$ cat src/rtl/chunk_addr_looper_if.sv
// Offset-in / row-command-out bundle for chunk_addr_looper.
// master = offset producer and command consumer; slave = the looper itself.
interface chunk_addr_looper_if #(
  parameter int unsigned WBW    = 16,
  parameter int unsigned DIM    = 3,
  parameter int unsigned N_ICFG = 4,
  parameter int unsigned GBW    = 32,
  parameter int unsigned LBW    = 8
);
  localparam int unsigned ICFG_BW = $clog2(N_ICFG + 1);

  logic                                   i_mofs_rdy;
  logic                                   i_mofs_ack;
  logic                                   i_which;
  logic [DIM-1:0][WBW-1:0]                i_mofs;
  logic [ICFG_BW-1:0]                     i_id;
  logic [N_ICFG-1:0][GBW-1:0]             i_mlinear;
  logic [N_ICFG-1:0][DIM-1:0][GBW-1:0]    i_mstride;
  logic [N_ICFG-1:0][LBW-1:0]             i_row_len;
  logic [N_ICFG-1:0][LBW-1:0]             i_row_cnt;
  logic [N_ICFG-1:0][WBW-1:0]             i_mbound;

  logic                                   o_cmd_rdy;
  logic                                   o_cmd_ack;
  logic                                   o_cmd_which;
  logic [GBW-1:0]                         o_cmd_addr;
  logic [LBW-1:0]                         o_cmd_len;
  logic                                   o_cmd_pad;
  logic                                   o_cmd_last;

  modport master (
    output i_mofs_rdy, i_which, i_mofs, i_id, i_mlinear, i_mstride, i_row_len, i_row_cnt,
           i_mbound, o_cmd_ack,
    input  i_mofs_ack, o_cmd_rdy, o_cmd_which, o_cmd_addr, o_cmd_len, o_cmd_pad, o_cmd_last
  );

  modport slave (
    input  i_mofs_rdy, i_which, i_mofs, i_id, i_mlinear, i_mstride, i_row_len, i_row_cnt,
           i_mbound, o_cmd_ack,
    output i_mofs_ack, o_cmd_rdy, o_cmd_which, o_cmd_addr, o_cmd_len, o_cmd_pad, o_cmd_last
  );
endinterface

$ cat src/rtl/chunk_addr_looper.sv
// Turns a chunk-origin offset into one DRAM row command per row of the chunk.
// Optional BOUNDARY_PAD_EN: flag rows whose row coordinate lies outside i_mbound.
module chunk_addr_looper #(
  parameter int unsigned WBW    = 16,
  parameter int unsigned DIM    = 3,
  parameter int unsigned N_ICFG = 4,
  parameter int unsigned GBW    = 32,
  parameter int unsigned LBW    = 8
) (
  input logic                 i_clk,
  input logic                 i_rst,
  chunk_addr_looper_if.slave  bus_io
);
  localparam int unsigned ICFG_BW = $clog2(N_ICFG + 1);

  localparam logic [0:0] StIdle = 1'b0;
  localparam logic [0:0] StEmit = 1'b1;

  logic [0:0]     state_q, state_d;
  logic [LBW-1:0] r_q, r_d;
  logic [LBW-1:0] cnt_m1_q, cnt_m1_d;
  logic [LBW-1:0] len_q, len_d;
  logic           which_q, which_d;
  logic [GBW-1:0] addr_q, addr_d;
  logic [GBW-1:0] row_stride_q, row_stride_d;

  logic                    emit;
  logic                    accept;
  logic                    last;
  logic [GBW-1:0]          lin_sel;
  logic [DIM-1:0][GBW-1:0] stride_sel;
  logic [LBW-1:0]          len_sel;
  logic [LBW-1:0]          cnt_sel;
  logic [GBW-1:0]          base;

  assign emit   = (state_q == StEmit);
  assign accept = bus_io.i_mofs_rdy && (state_q == StIdle);
  assign last   = emit && (r_q == cnt_m1_q);

  // Config select by compare rather than direct index: i_id can exceed N_ICFG-1.
  always_comb begin
    lin_sel    = '0;
    stride_sel = '0;
    len_sel    = '0;
    cnt_sel    = '0;
    for (int i = 0; i < N_ICFG; i++) begin
      if (bus_io.i_id == ICFG_BW'(i)) begin
        lin_sel    = bus_io.i_mlinear[i];
        stride_sel = bus_io.i_mstride[i];
        len_sel    = bus_io.i_row_len[i];
        cnt_sel    = bus_io.i_row_cnt[i];
      end
    end
  end

  always_comb begin
    base = lin_sel;
    for (int d = 0; d < DIM; d++) begin
      base = base + GBW'(bus_io.i_mofs[d]) * stride_sel[d];
    end
  end

`ifdef BOUNDARY_PAD_EN
  logic [WBW-1:0] bound_sel;
  logic [WBW-1:0] pos_q, pos_d;
  logic [WBW-1:0] bound_q, bound_d;

  always_comb begin
    bound_sel = '0;
    for (int i = 0; i < N_ICFG; i++) begin
      if (bus_io.i_id == ICFG_BW'(i)) begin
        bound_sel = bus_io.i_mbound[i];
      end
    end
  end

  // Row coordinate wraps mod 2^WBW, so a negative origin reads as huge and pads.
  always_comb begin
    pos_d   = pos_q;
    bound_d = bound_q;
    if (accept) begin
      pos_d   = bus_io.i_mofs[DIM-2];
      bound_d = bound_sel;
    end else if (emit && bus_io.o_cmd_ack && !last) begin
      pos_d = pos_q + WBW'(1);
    end
  end

  always_ff @(posedge i_clk or posedge i_rst) begin
    if (i_rst) begin
      pos_q   <= '0;
      bound_q <= '0;
    end else begin
      pos_q   <= pos_d;
      bound_q <= bound_d;
    end
  end

  assign bus_io.o_cmd_pad = emit && (pos_q >= bound_q);
`else
  logic unused_mbound;
  assign unused_mbound    = ^bus_io.i_mbound;
  assign bus_io.o_cmd_pad = 1'b0;
`endif

  always_comb begin
    state_d      = state_q;
    r_d          = r_q;
    cnt_m1_d     = cnt_m1_q;
    len_d        = len_q;
    which_d      = which_q;
    addr_d       = addr_q;
    row_stride_d = row_stride_q;
    case (state_q)
      StIdle: begin
        if (accept) begin
          state_d      = StEmit;
          r_d          = '0;
          cnt_m1_d     = cnt_sel - LBW'(1);
          len_d        = len_sel;
          which_d      = bus_io.i_which;
          addr_d       = base;
          row_stride_d = stride_sel[DIM-2];
        end
      end
      StEmit: begin
        if (bus_io.o_cmd_ack) begin
          if (last) begin
            state_d = StIdle;
          end else begin
            r_d    = r_q + LBW'(1);
            addr_d = addr_q + row_stride_q;
          end
        end
      end
      default: state_d = StIdle;
    endcase
  end

  always_ff @(posedge i_clk or posedge i_rst) begin
    if (i_rst) begin
      state_q      <= StIdle;
      r_q          <= '0;
      cnt_m1_q     <= '0;
      len_q        <= '0;
      which_q      <= 1'b0;
      addr_q       <= '0;
      row_stride_q <= '0;
    end else begin
      state_q      <= state_d;
      r_q          <= r_d;
      cnt_m1_q     <= cnt_m1_d;
      len_q        <= len_d;
      which_q      <= which_d;
      addr_q       <= addr_d;
      row_stride_q <= row_stride_d;
    end
  end

  assign bus_io.i_mofs_ack  = accept;
  assign bus_io.o_cmd_rdy   = emit;
  assign bus_io.o_cmd_which = which_q;
  assign bus_io.o_cmd_addr  = addr_q;
  assign bus_io.o_cmd_len   = len_q;
  assign bus_io.o_cmd_last  = last;

endmodule

$ cat src/flat_wrapper.sv
// flat-port wrapper written by rule: the top's interface ports become plain ports
module chunk_addr_looper_flat 
#(
  parameter int unsigned WBW    = 16,
  parameter int unsigned DIM    = 3,
  parameter int unsigned N_ICFG = 4,
  parameter int unsigned GBW    = 32,
  parameter int unsigned LBW    = 8
)
  (i_clk, i_rst, bus_io_i_mofs_rdy, bus_io_i_which, bus_io_i_mofs, bus_io_i_id, bus_io_i_mlinear, bus_io_i_mstride, bus_io_i_row_len, bus_io_i_row_cnt, bus_io_i_mbound, bus_io_o_cmd_ack, bus_io_i_mofs_ack, bus_io_o_cmd_rdy, bus_io_o_cmd_which, bus_io_o_cmd_addr, bus_io_o_cmd_len, bus_io_o_cmd_pad, bus_io_o_cmd_last);
  chunk_addr_looper_if #(.WBW(WBW), .DIM(DIM), .N_ICFG(N_ICFG), .GBW(GBW), .LBW(LBW)) bus_io_i ();
  input logic i_clk;
  input logic i_rst;
  input wire logic [$bits(bus_io_i.i_mofs_rdy)-1:0] bus_io_i_mofs_rdy;
  input wire logic [$bits(bus_io_i.i_which)-1:0] bus_io_i_which;
  input wire logic [$bits(bus_io_i.i_mofs)-1:0] bus_io_i_mofs;
  input wire logic [$bits(bus_io_i.i_id)-1:0] bus_io_i_id;
  input wire logic [$bits(bus_io_i.i_mlinear)-1:0] bus_io_i_mlinear;
  input wire logic [$bits(bus_io_i.i_mstride)-1:0] bus_io_i_mstride;
  input wire logic [$bits(bus_io_i.i_row_len)-1:0] bus_io_i_row_len;
  input wire logic [$bits(bus_io_i.i_row_cnt)-1:0] bus_io_i_row_cnt;
  input wire logic [$bits(bus_io_i.i_mbound)-1:0] bus_io_i_mbound;
  input wire logic [$bits(bus_io_i.o_cmd_ack)-1:0] bus_io_o_cmd_ack;
  output wire logic [$bits(bus_io_i.i_mofs_ack)-1:0] bus_io_i_mofs_ack;
  output wire logic [$bits(bus_io_i.o_cmd_rdy)-1:0] bus_io_o_cmd_rdy;
  output wire logic [$bits(bus_io_i.o_cmd_which)-1:0] bus_io_o_cmd_which;
  output wire logic [$bits(bus_io_i.o_cmd_addr)-1:0] bus_io_o_cmd_addr;
  output wire logic [$bits(bus_io_i.o_cmd_len)-1:0] bus_io_o_cmd_len;
  output wire logic [$bits(bus_io_i.o_cmd_pad)-1:0] bus_io_o_cmd_pad;
  output wire logic [$bits(bus_io_i.o_cmd_last)-1:0] bus_io_o_cmd_last;
  assign bus_io_i.i_mofs_rdy = bus_io_i_mofs_rdy;
  assign bus_io_i.i_which = bus_io_i_which;
  assign bus_io_i.i_mofs = bus_io_i_mofs;
  assign bus_io_i.i_id = bus_io_i_id;
  assign bus_io_i.i_mlinear = bus_io_i_mlinear;
  assign bus_io_i.i_mstride = bus_io_i_mstride;
  assign bus_io_i.i_row_len = bus_io_i_row_len;
  assign bus_io_i.i_row_cnt = bus_io_i_row_cnt;
  assign bus_io_i.i_mbound = bus_io_i_mbound;
  assign bus_io_i.o_cmd_ack = bus_io_o_cmd_ack;
  assign bus_io_i_mofs_ack = bus_io_i.i_mofs_ack;
  assign bus_io_o_cmd_rdy = bus_io_i.o_cmd_rdy;
  assign bus_io_o_cmd_which = bus_io_i.o_cmd_which;
  assign bus_io_o_cmd_addr = bus_io_i.o_cmd_addr;
  assign bus_io_o_cmd_len = bus_io_i.o_cmd_len;
  assign bus_io_o_cmd_pad = bus_io_i.o_cmd_pad;
  assign bus_io_o_cmd_last = bus_io_i.o_cmd_last;
  chunk_addr_looper #(.WBW(WBW), .DIM(DIM), .N_ICFG(N_ICFG), .GBW(GBW), .LBW(LBW)) u_core (.i_clk(i_clk), .i_rst(i_rst), .bus_io(bus_io_i));
endmodule
$ cat config.mk
export PLATFORM = sky130hd
export DESIGN_NAME = chunk_addr_looper_flat
export DESIGN_NICKNAME = d
export VERILOG_FILES = /design/src/rtl/chunk_addr_looper_if.sv /design/src/rtl/chunk_addr_looper.sv /design/src/flat_wrapper.sv
export SDC_FILE = /design/constraint.sdc
export NUM_CORES = 2
export LEC_CHECK = 0
export CORE_ASPECT_RATIO = 0.5
export CORE_MARGIN = 10
export CORE_UTILIZATION = 55
export DETAILED_ROUTE_END_ITERATION = 10
export PLACE_DENSITY = 0.78
export SLEW_MARGIN = 20
export SYNTH_ARGS = -nofsm -noshare
export SYNTH_HDL_FRONTEND = slang
export SYNTH_SLANG_ARGS = --single-unit
$ cat constraint.sdc
create_clock -name i_clk -period 8.43 [get_ports i_clk]
set_input_delay 1.686 -clock i_clk [delete_from_list [all_inputs] [get_ports i_clk]]
set_output_delay 1.686 -clock i_clk [all_outputs]
set_load 0.005 [all_outputs]
==> results_dict.tcl <==
set metrics [dict create \
    grt_start_max_net_pins 56 \
    hold_viol 0 \
    dr.pass1.iters 7 \
    clk_pin_slew_ns 0.10 \
    r2r_end "u_core.bus_io.o_cmd_addr[24]$_DFFE_PP0P_" \
    crit_end "u_core.bus_io.o_cmd_addr[31]$_DFFE_PP0P_" \
    finClkSkew_ns 0.0308 \
    rr_startpoint "u_core.bus_io.o_cmd_addr[0]$_DFFE_PP0P_" \
    antenna_found_initial 18 \
    synth.avg_cell_area_sq_um 9.27 \
    regArea_sq_mm 0.00225 \
    final_layout_size_suffix_gt1_share_pct 17.8 \
    die_area_sq_mm 0.0933 \
    synth-xor-area-share_pct 3.17 \
    rows 73 \
    drt_first_iter_violations 4522 \
    crit_required_ns 8.75 \
    numPortBuffers 675 \
    ys_ff_latch 90 \
    finalWeightedCongestion 1.05 \
    crit_top_cell "fa_1" \
    cts_made_buffers 9 \
    post-synth-top-count-cell "inv_1" \
    grt_first_pass_wirelength_um 291000 \
    synth_commonest_cells "inv_1, fa_1, nand2_1" \
    critPathArrivalTime_ns 10.46 \
    synth_top_family_by_area "adder cells" \
    pre_cts_ws_ns -2.57 \
    maxSlewHeadroom_pct 28.5 \
    multi_input_area_sq_mm 0.0383 \
    synthTopCellsByArea "fa_1, inv_1, nand2_1" \
    rr_worst_depth 15 \
    die_x_um 422 \
    nNetsFinal 7767 \
    synth_fp_nets 6732 \
    io_pins 741 \
    synth-adder-area-share_pct 52.8 \
    synthMuxAreaShare_pct 7.35 \
    overflow 0 \
    start_kind "primary input" \
    async_reset_ff_share_pct 100 \
    clockBufferDepth 2 \
    placed_area_sq_mm 0.0567 \
    violations "setup timing" \
    crit_path_start "bus_io_i_id[0]" \
    synthToLayoutAreaGrowth_pct 32.3 \
    yosysWarnings 0 \
    finalSetupViolCount 25 \
    timing.final.crit_period_ns 10.14 \
    seq_area_frac_synth_pct 5.07 \
    worstMarginPinSlew_ns 1.07 \
    synth_edf_count 0 \
    hold_class "register to register" \
    fmax_mhz 98.6 \
    vias 39762 \
    setup_ws_ns -1.71 \
    grtUsageTotal_pct 42.4 \
    routedWlPerCell_um 28.7 \
    drc 0 \
    synth_top_area_share_pct 47.5 \
    ant_nets 0 \
    dpl.hpwl_um 174000 \
    yosysUniqueCellTypes 70 \
    synth_compound_area_share_pct 3.29 \
    slowest_stage "fa_1" \
    status "finished, violations left" \
    cts-root-buf "clkbuf_16" \
    initial_core_util_pct 55.8 \
    chipHeight_um 221 \
    fin_util_pct 73.8 \
    cp-end-kind "register" \
    cts_tree "yes" \
    core-area_sq_mm 0.0797 \
    synthFlopType "dfrtp_1" \
    synth-simple-area-share_pct 16.9 \
    post-route-period-util_pct 120 \
    routed_via_density 5.74 \
    rrSetupSlack_ns 3.69 \
    grt_pass1_vias 43321 \
    maxSlewViolCount 0 \
    drt_wl_total_um 199000 \
    cts_num_sinks 90 \
    drv_cap 0 \
    path_class "primary input to register" \
    max_stage_delay_ns 0.59 \
    rsz0062_at_grt "yes" \
    yosys.area.top_type "fa_1" \
    final_area_sq_mm 0.0588 \
    syn-cell-area_sq_mm 0.0445 \
    clk_latency_ns 0.41 \
    postSynthCellCount 4794 \
    path_max_fanout 7 \
    fillers 5578 \
    h-tree-depth 3 \
]
cells by family after synthesis:
| logic type | after synthesis |
|---|---|
| simple gates | 1594 |
| buf+inv | 1326 |
| fa+ha+maj | 1242 |
| compound gates | 232 |
| xor+xnor | 160 |
| mux | 149 |
| flops | 90 |
| other cells | 1 |
final cells by class:
cell class | instances | share of cell area (%)
Timing Repair Buffer | 1282 | 21.5
Clock inverter | 5 | 0.102
Antenna cell | 6 | 0.0255
Tap cell | 1087 | 2.31
Inverter | 1066 | 6.81
Sequential cell | 90 | 3.83
Clock buffer | 11 | 0.430
Multi-Input combinational cell | 3380 | 65.0
worst min-delay path by stage:
stage	slack, ns	cells past startpoint	startpoint	to
2_1_floorplan	0.45	2	u_core.row_stride_q[4]$_DFFE_PP0P_	u_core.row_stride_q[4]$_DFFE_PP0P_
3_3_place_gp	0.46	2	u_core.row_stride_q[26]$_DFFE_PP0P_	u_core.row_stride_q[26]$_DFFE_PP0P_
3_5_place_dp	0.47	2	u_core.bus_io.o_cmd_which$_DFFE_PP0P_	u_core.bus_io.o_cmd_which$_DFFE_PP0P_
4_1_cts	0.48	2	u_core.bus_io.o_cmd_which$_DFFE_PP0P_	u_core.bus_io.o_cmd_which$_DFFE_PP0P_
5_1_grt	0.52	2	u_core.bus_io.o_cmd_which$_DFFE_PP0P_	u_core.bus_io.o_cmd_which$_DFFE_PP0P_
6_report	0.48	2	u_core.bus_io.o_cmd_which$_DFFE_PP0P_	u_core.bus_io.o_cmd_which$_DFFE_PP0P_
critical path: cells and delay by family:
kind	cells	cell delay, ns
mux	1	0.50
xor+xnor	1	0.09
simple gates	5	1.07
buf+inv	8	0.76
compound gates	8	1.50
fa+ha+maj	10	4.84
layer usage:
layer,GRT usage [%],wire length [um],part of all wire [%],vias to the layer above
met2,63.2,85800,43,2612
met1,53.6,71600,36,20310
met3,16.4,27700,14,650
met4,22.1,13600,6.9,16
met5,0,106,0.053,-
li1,-,-,-,16174
metrics by stage:
stage	cells	hold WS, ns	setup TNS [ns]
after CTS	6907	0.484	-28.02
after global placement	6842	0.463	-46.51
after floorplan	4794	0.450	-28.22
after global routing	6924	0.516	-34.19
final	6927	0.481	-29.90
after detailed placement	6842	0.467	-49.33
cell usage in the layout (no fill, tap or decap), types with 11 or more instances in the layout:
cell             synthesis  final
buf_6                    9     61
nand2_1                915    894
nor2b_1                 91     41
xnor2_1                117    106
clkdlybuf4s50_1          0    628
and2_1                 405    381
dlymetal6s2s_1           0     11
buf_12                   0     74
nor2b_4                  0     35
inv_2                    1     39
nor2b_2                  2     19
dlygate4sd2_1            0     32
buf_4                    4    461
ha_1                   187    168
nor2_1                  75     69
fa_2                     0     39
ha_4                     0     16
dfrtp_1                 90     90
o21ai_0                 54     32
nand2_2                  0     17
a21oi_2                  2     22
xnor2_2                  1     11
inv_1                 1065   1025
mux4_2                 142    142
xor2_1                  42     40
a21oi_1                 76     55
fa_1                  1055   1016
o21ai_1                  3     17
a21o_1                  24     24
and2_4                   0     24
nand2b_1                46     44
timing repair:
action	CTS	global route
hold buffers	0	0
pin swaps	104	100
cloned	6	1
setup endpoints to repair	26	27
resized for setup	250	157
buffers inserted	50	18
state kept, by name (all words and copies together), names as in the netlist:
register	flops
u_core.row_stride_q	32
u_core.bus_io.o_cmd_which	1
u_core.cnt_m1_q	8
u_core.bus_io.o_cmd_addr	32
u_core.bus_io.o_cmd_len	8
u_core.r_q	8
u_core.bus_io.o_cmd_rdy	1
Power is left out: the tool's default activity adds up to more than one toggle a clock period on the data nets, which glitch-free logic cannot reach.
